File: config.mk
export PLATFORM = sky130hd
export DESIGN_NAME = prog_loader
export DESIGN_NICKNAME = d
export VERILOG_FILES = /design/src/rtl/prog_loader_pkg.sv /design/src/rtl/prog_loader_word_pack.sv /design/src/rtl/prog_loader.sv
export SDC_FILE = /design/constraint.sdc
export NUM_CORES = 1
export LEC_CHECK = 0
export ABC_CLOCK_PERIOD_IN_PS = 5780
export BUFFER_PORTS_ARGS = -buffer_cell sky130_fd_sc_hd__buf_4
export CORE_MARGIN = 3
export CORE_UTILIZATION = 30
export CTS_CLUSTER_SIZE = 25
export DETAILED_ROUTE_END_ITERATION = 8
export GPL_TIMING_DRIVEN = 0
export PLACE_DENSITY_LB_ADDON = 0.2
export SETUP_SLACK_MARGIN = 0.05
export SYNTH_ARGS = -nofsm -noshare
export SYNTH_HDL_FRONTEND = slang
export SYNTH_SLANG_ARGS = --single-unit
File: constraint.sdc
create_clock -name clk -period 5.78 [get_ports clk]
set_clock_uncertainty 0.1 [all_clocks]
set_input_delay 0.289 -clock clk [delete_from_list [all_inputs] [get_ports clk]]
set_output_delay 0.289 -clock clk [all_outputs]
set_load 0.01 [all_outputs]
File: src/rtl/prog_loader_pkg.sv
// Shared definitions for the program loader: FSM encoding, header/checksum widths
// and a small state-decode helper.
package prog_loader_pkg;

   typedef enum logic [2:0] {
      ST_IDLE     = 3'd0,
      ST_COUNT_HI = 3'd1,
      ST_COUNT_LO = 3'd2,
      ST_DATA     = 3'd3,
      ST_CSUM     = 3'd4,
      ST_DONE     = 3'd5,
      ST_ERROR    = 3'd6
   } state_t;

   localparam int HDR_W  = 16;
   localparam int CSUM_W = 8;

   // States in which the loader is willing to consume stream bytes
   function automatic logic takes_bytes(state_t s);
      return (s == ST_COUNT_HI) || (s == ST_COUNT_LO) ||
             (s == ST_DATA)     || (s == ST_CSUM);
   endfunction

   function automatic logic can_start(state_t s);
      return (s == ST_IDLE) || (s == ST_DONE) || (s == ST_ERROR);
   endfunction

endpackage

File: src/rtl/prog_loader_word_pack.sv
// Packs a byte stream MSB-first into words; pulses word_valid the cycle after the
// final byte of a word is taken, with the complete word held on word.
module word_pack #(
   parameter int WORD_SIZE = 32
) (
   input  logic                 clk,
   input  logic                 rst,
   input  logic                 clear,
   input  logic                 byte_valid,
   input  logic [7:0]           byte_in,
   output logic                 last_byte,
   output logic [WORD_SIZE-1:0] word,
   output logic                 word_valid
);

   localparam int BPW = WORD_SIZE / 8;
   localparam int CW  = (BPW > 1) ? $clog2(BPW) : 1;

   logic [WORD_SIZE-1:0] shift_reg;
   logic [WORD_SIZE-1:0] shift_next;
   logic [CW-1:0]        byte_cnt;

   assign shift_next = (shift_reg << 8) | WORD_SIZE'(byte_in);
   assign last_byte  = (byte_cnt == CW'(BPW - 1));

   always_ff @(posedge clk or negedge rst) begin
      if (!rst) begin
         shift_reg  <= '0;
         byte_cnt   <= '0;
         word       <= '0;
         word_valid <= 1'b0;
      end else begin
         word_valid <= 1'b0;
         if (clear) begin
            shift_reg <= '0;
            byte_cnt  <= '0;
         end else if (byte_valid) begin
            shift_reg <= shift_next;
            if (last_byte) begin
               byte_cnt   <= '0;
               word       <= shift_next;
               word_valid <= 1'b1;
            end else begin
               byte_cnt <= byte_cnt + 1'b1;
            end
         end
      end
   end

endmodule

File: src/rtl/prog_loader.sv
// Streams a length-prefixed, XOR-checksummed program image into the instruction
// memory write port and releases the core only after a clean load.
module prog_loader
   import prog_loader_pkg::*;
#(
   parameter int ADDR_SIZE = 10,
   parameter int WORD_SIZE = 32
) (
   input  logic                 clk,
   input  logic                 rst,
   input  logic                 start,
   input  logic [7:0]           in_data,
   input  logic                 in_valid,
   output logic                 in_ready,
   output logic                 we,
   output logic [ADDR_SIZE-1:0] waddr,
   output logic [WORD_SIZE-1:0] wdata,
   output logic                 core_hold,
   output logic                 done,
   output logic                 error
);

   localparam logic [63:0] MAX_WORDS = 64'd1 << ADDR_SIZE;

   state_t              state;
   state_t              state_next;
   logic [HDR_W-1:0]    count_reg;
   logic [HDR_W-1:0]    word_cnt;
   logic [CSUM_W-1:0]   csum_reg;
   logic                accept;
   logic                start_load;
   logic                last_byte;
   logic                last_word;
   logic [HDR_W-1:0]    n_full;

   assign accept     = in_valid && in_ready;
   assign start_load = start && can_start(state);
   assign n_full     = {count_reg[HDR_W-1:8], in_data};
   assign last_word  = (word_cnt == count_reg - 16'd1);

   always_comb begin
      state_next = state;
      case (state)
         ST_IDLE, ST_DONE, ST_ERROR:
            if (start) state_next = ST_COUNT_HI;
         ST_COUNT_HI:
            if (accept) state_next = ST_COUNT_LO;
         ST_COUNT_LO:
            if (accept) begin
               if (n_full == '0)
                  state_next = ST_CSUM;
               else if (64'(n_full) > MAX_WORDS)
                  state_next = ST_ERROR;
               else
                  state_next = ST_DATA;
            end
         ST_DATA:
            if (accept && last_byte && last_word) state_next = ST_CSUM;
         ST_CSUM:
            if (accept) state_next = (in_data == csum_reg) ? ST_DONE : ST_ERROR;
         default:
            state_next = ST_IDLE;
      endcase
   end

   // Status outputs are registered from the next state so they line up with it
   always_ff @(posedge clk or negedge rst) begin
      if (!rst) begin
         state     <= ST_IDLE;
         in_ready  <= 1'b0;
         core_hold <= 1'b1;
         done      <= 1'b0;
         error     <= 1'b0;
         count_reg <= '0;
         word_cnt  <= '0;
         csum_reg  <= '0;
         waddr     <= '0;
      end else begin
         state     <= state_next;
         in_ready  <= takes_bytes(state_next);
         core_hold <= (state_next != ST_DONE);
         done      <= (state_next == ST_DONE);
         error     <= (state_next == ST_ERROR);
         if (start_load) begin
            count_reg <= '0;
            word_cnt  <= '0;
            csum_reg  <= '0;
            waddr     <= '0;
         end else if (accept) begin
            case (state)
               ST_COUNT_HI: count_reg[HDR_W-1:8] <= in_data;
               ST_COUNT_LO: count_reg[7:0]       <= in_data;
               ST_DATA: begin
                  csum_reg <= csum_reg ^ in_data;
                  if (last_byte) begin
                     // waddr holds the index of the word about to be strobed out
                     waddr    <= ADDR_SIZE'(word_cnt);
                     word_cnt <= word_cnt + 16'd1;
                  end
               end
               default: ;
            endcase
         end
      end
   end

   word_pack #(
      .WORD_SIZE (WORD_SIZE)
   ) u_word_pack (
      .clk        (clk),
      .rst        (rst),
      .clear      (start_load),
      .byte_valid (accept && (state == ST_DATA)),
      .byte_in    (in_data),
      .last_byte  (last_byte),
      .word       (wdata),
      .word_valid (we)
   );

endmodule

==> flow_metrics.tcl <==
set metrics [dict create \
    postCtsSetupBuffers 0 \
    synth.avg_cell_area_um2 9.08 \
    synth.mux.area_fraction_pct 3.51 \
    cp_max_fo 8 \
    routabilityCongestion 0.842 \
    path_class "reg2reg" \
    report.final.setup_viol 0 \
    grt_antenna_before_repair 0 \
    num_io_pins 59 \
    yosys.area_share.adder_pct 0.693 \
    drv_slew 0 \
    vias 4421 \
    hp-start "in_data[0]" \
    ys_seq_area_share_pct 53.6 \
    clock_insertion_delay_worst_skew_ps 410 \
    r2r-end "state[0]$_DFF_PN0_" \
    worstHoldPathType "in2reg" \
    synth_top_area_share_pct 53.1 \
    relSlewSlack_pct 57.2 \
    synth_edf_count 0 \
    ys_ff_latch 116 \
    hold_viol 0 \
    swShare_pct 28.6 \
    grt_max_degree 81 \
    final_cells 913 \
    power_frac_comb_pct 21.0 \
    ys_top_cells_by_area "dfrtp_1 53%, nand2_1 12%, xor2_1 3.9%" \
    cp_slowest_cell "or4_1" \
    power_switching_uw 793 \
    drtIter0Drc 278 \
    arrival_ps 2880 \
    syn-num-nets 612 \
    grt_pass1_wl_mm 23.4 \
    die_h_um 140 \
    initial_core_util_pct 31.0 \
    tightest_slew_ps 642 \
    min_to "u_word_pack.word[0]$_DFFE_PN0P_" \
    rr_worst_depth 7 \
    path_clk_slew_ps 50 \
    wire_per_inst_um 15.4 \
    intPower_uw 1980 \
    routed_via_density 4.84 \
    fin_total_pwr_uw 2780 \
    reg2reg_from "count_reg[3]$_DFFE_PN0P_" \
    crit_path_end_kind "register" \
    total_leakage_power_uw 0.00323 \
    path_buf_inv 1 \
    final_nets 691 \
    max_cap_violations 0 \
    critical-path-max-stage-delay_ps 530 \
    drt_pre_antenna_iters 4 \
    cp_top_family "simple AND/OR/NAND/NOR gates" \
    fillers 1762 \
    whs_path_depth 3 \
    ys_warn_count 0 \
    fin_area_mm2 0.00679 \
    setup_tns_ps 0 \
    yosys.area_share.simple_pct 23.7 \
    p_clk_share_pct 38.8 \
    yosysUniqueCellTypes 43 \
    dieArea_mm2 0.0197 \
    cp.required_ps 5950 \
    place_inst 881 \
    synth_largest_area_cell "dfrtp_1" \
    cts_tree "done" \
    final_common_cell "nand2_1" \
    place.detailed.hpwl_mm 10.2 \
    cts_root_buf "clkbuf_16" \
    io_buffers 58 \
    final_cell_mix "178 x nand2_1, 115 x dfrtp_1, 57 x buf_4" \
    core_area_mm2 0.0175 \
    final.min_clock_period_ps 2720 \
    syn_inst 597 \
    overflow 0 \
    min_period_over_period_pct 47.0 \
    grt_util_all_layers_pct 14.8 \
    synth_top_flop_cell "dfrtp_1" \
    area_growth_pct 25.3 \
    peakVddDrop_mv 0.238 \
    synth-compound-area-share_pct 8.38 \
    clock_path_buffers 2 \
    r2r_slack_ps 3060 \
    cp-start-kind "register" \
    die_width_um 140 \
    pwr-share-seq_pct 40.2 \
    fmax_mhz 368 \
    grt_setup_unrepaired "false" \
    synth_xor_area_share_pct 7.27 \
    clkSinkCount 116 \
    ant_nets 0 \
    grt_pass1_vias 4370 \
    fp-row-count 48 \
    wirelength_mm 14.1 \
    htree_levels 4 \
    synth-async-reset-ratio_pct 100 \
    synth_area_mm2 0.00542 \
    drive_gt1_share_pct 14.2 \
    synth_top_family_by_area "simple AND/OR/NAND/NOR gates" \
    largest_reg_flops 32 \
    power_density_mw_per_mm2 409 \
    drc_errors 0 \
    status "finished clean" \
    diodes 0 \
    dpl_cell_area_mm2 0.00617 \
    numCtsBuffers 17 \
    path_cells "or4_1 > buf_2 > nor3_1 > and4_1 > o2111ai_1 > nor4b_2 > o21ai_0" \
]
-- what timing repair did --
action	4_1_cts	5_1_grt
gates resized for setup	0	0
hold buffers	1	0
endpoints found under the hold margin	36	0
-- through the flow --
stage / setup WS, ps / hold slack [ps] / util, %
after floorplan: 3390 / -107 / -
after global placement: 3060 / 361 / 35.1
after detailed placement: 3070 / 109 / 35.3
after CTS: 3060 / 40.9 / 38.8
after global routing: 2850 / 46.9 / 38.8
final: 3060 / 51.7 / 38.8
-- metal layers --
layer	share of wire, %	track usage (%)	up-vias	wire, µm
met5	0	0	-	0
met4	1.6	4.74	0	228
met3	5.7	3.93	20	797
met2	42	20.6	115	5940
met1	51	22.4	2133	7110
li1	-	-	2153	-
-- area by class of cell --
class	count	area, µm²	share of cell area (%)
flip-flops and latches	116	2900	42.8
multi-input cells	440	2360	34.7
clock buffers	22	484	7.13
repair buffers	60	477	7.02
well taps	225	282	4.15
plain buffers	33	128	1.88
clock inverters	9	126	1.86
inverters	8	30.0	0.442
-- tightest hold or removal path, cell delays in order --
cell	delay [ps]
buf_4	130
nand2_1	60
nand2_1	50
-- kinds of logic (layout without fill, tap and decap cells) --
logic type / Yosys count / in the layout
simple gates: 292 / 292
flops: 116 / 116
compound gates: 81 / 81
xor+xnor: 45 / 45
buf+inv: 41 / 132
mux: 19 / 19
fa+ha+maj: 3 / 3
-- power groups by stage --
stage	sequential (µW)	combinational, µW	clock [µW]
floorplan	1160	253	0
global placement	1120	580	0
detailed placement	1130	597	0
CTS	1120	599	1100
global route	1140	659	1140
finish	1120	584	1080
-- worst max-delay path by stage --
stage	startpoint	end	slack [ps]	cells past startpoint
after floorplan	count_reg[0]$_DFFE_PN0P_	state[0]$_DFF_PN0_	3390	7
after global placement	count_reg[0]$_DFFE_PN0P_	state[0]$_DFF_PN0_	3060	7
after detailed placement	count_reg[3]$_DFFE_PN0P_	state[0]$_DFF_PN0_	3070	7
after CTS	count_reg[3]$_DFFE_PN0P_	state[0]$_DFF_PN0_	3060	7
after global routing	state[0]$_DFF_PN0_	u_word_pack.word[22]$_DFFE_PN0P_	2850	8
final	count_reg[3]$_DFFE_PN0P_	state[0]$_DFF_PN0_	3060	7
-- Yosys cell counts, types with 9 or more instances --
| master | instances |
|---|---|
| nand2_1 | 178 |
| dfrtp_1 | 115 |
| nor2_1 | 46 |
| a21oi_1 | 33 |
| o21ai_0 | 32 |
| clkbuf_1 | 25 |
| xor2_1 | 24 |
| xnor2_1 | 21 |
| mux2i_1 | 19 |
| nand3_1 | 10 |
| nor4_1 | 10 |
| nor3_1 | 9 |
(Power assumes the default switching activity.)
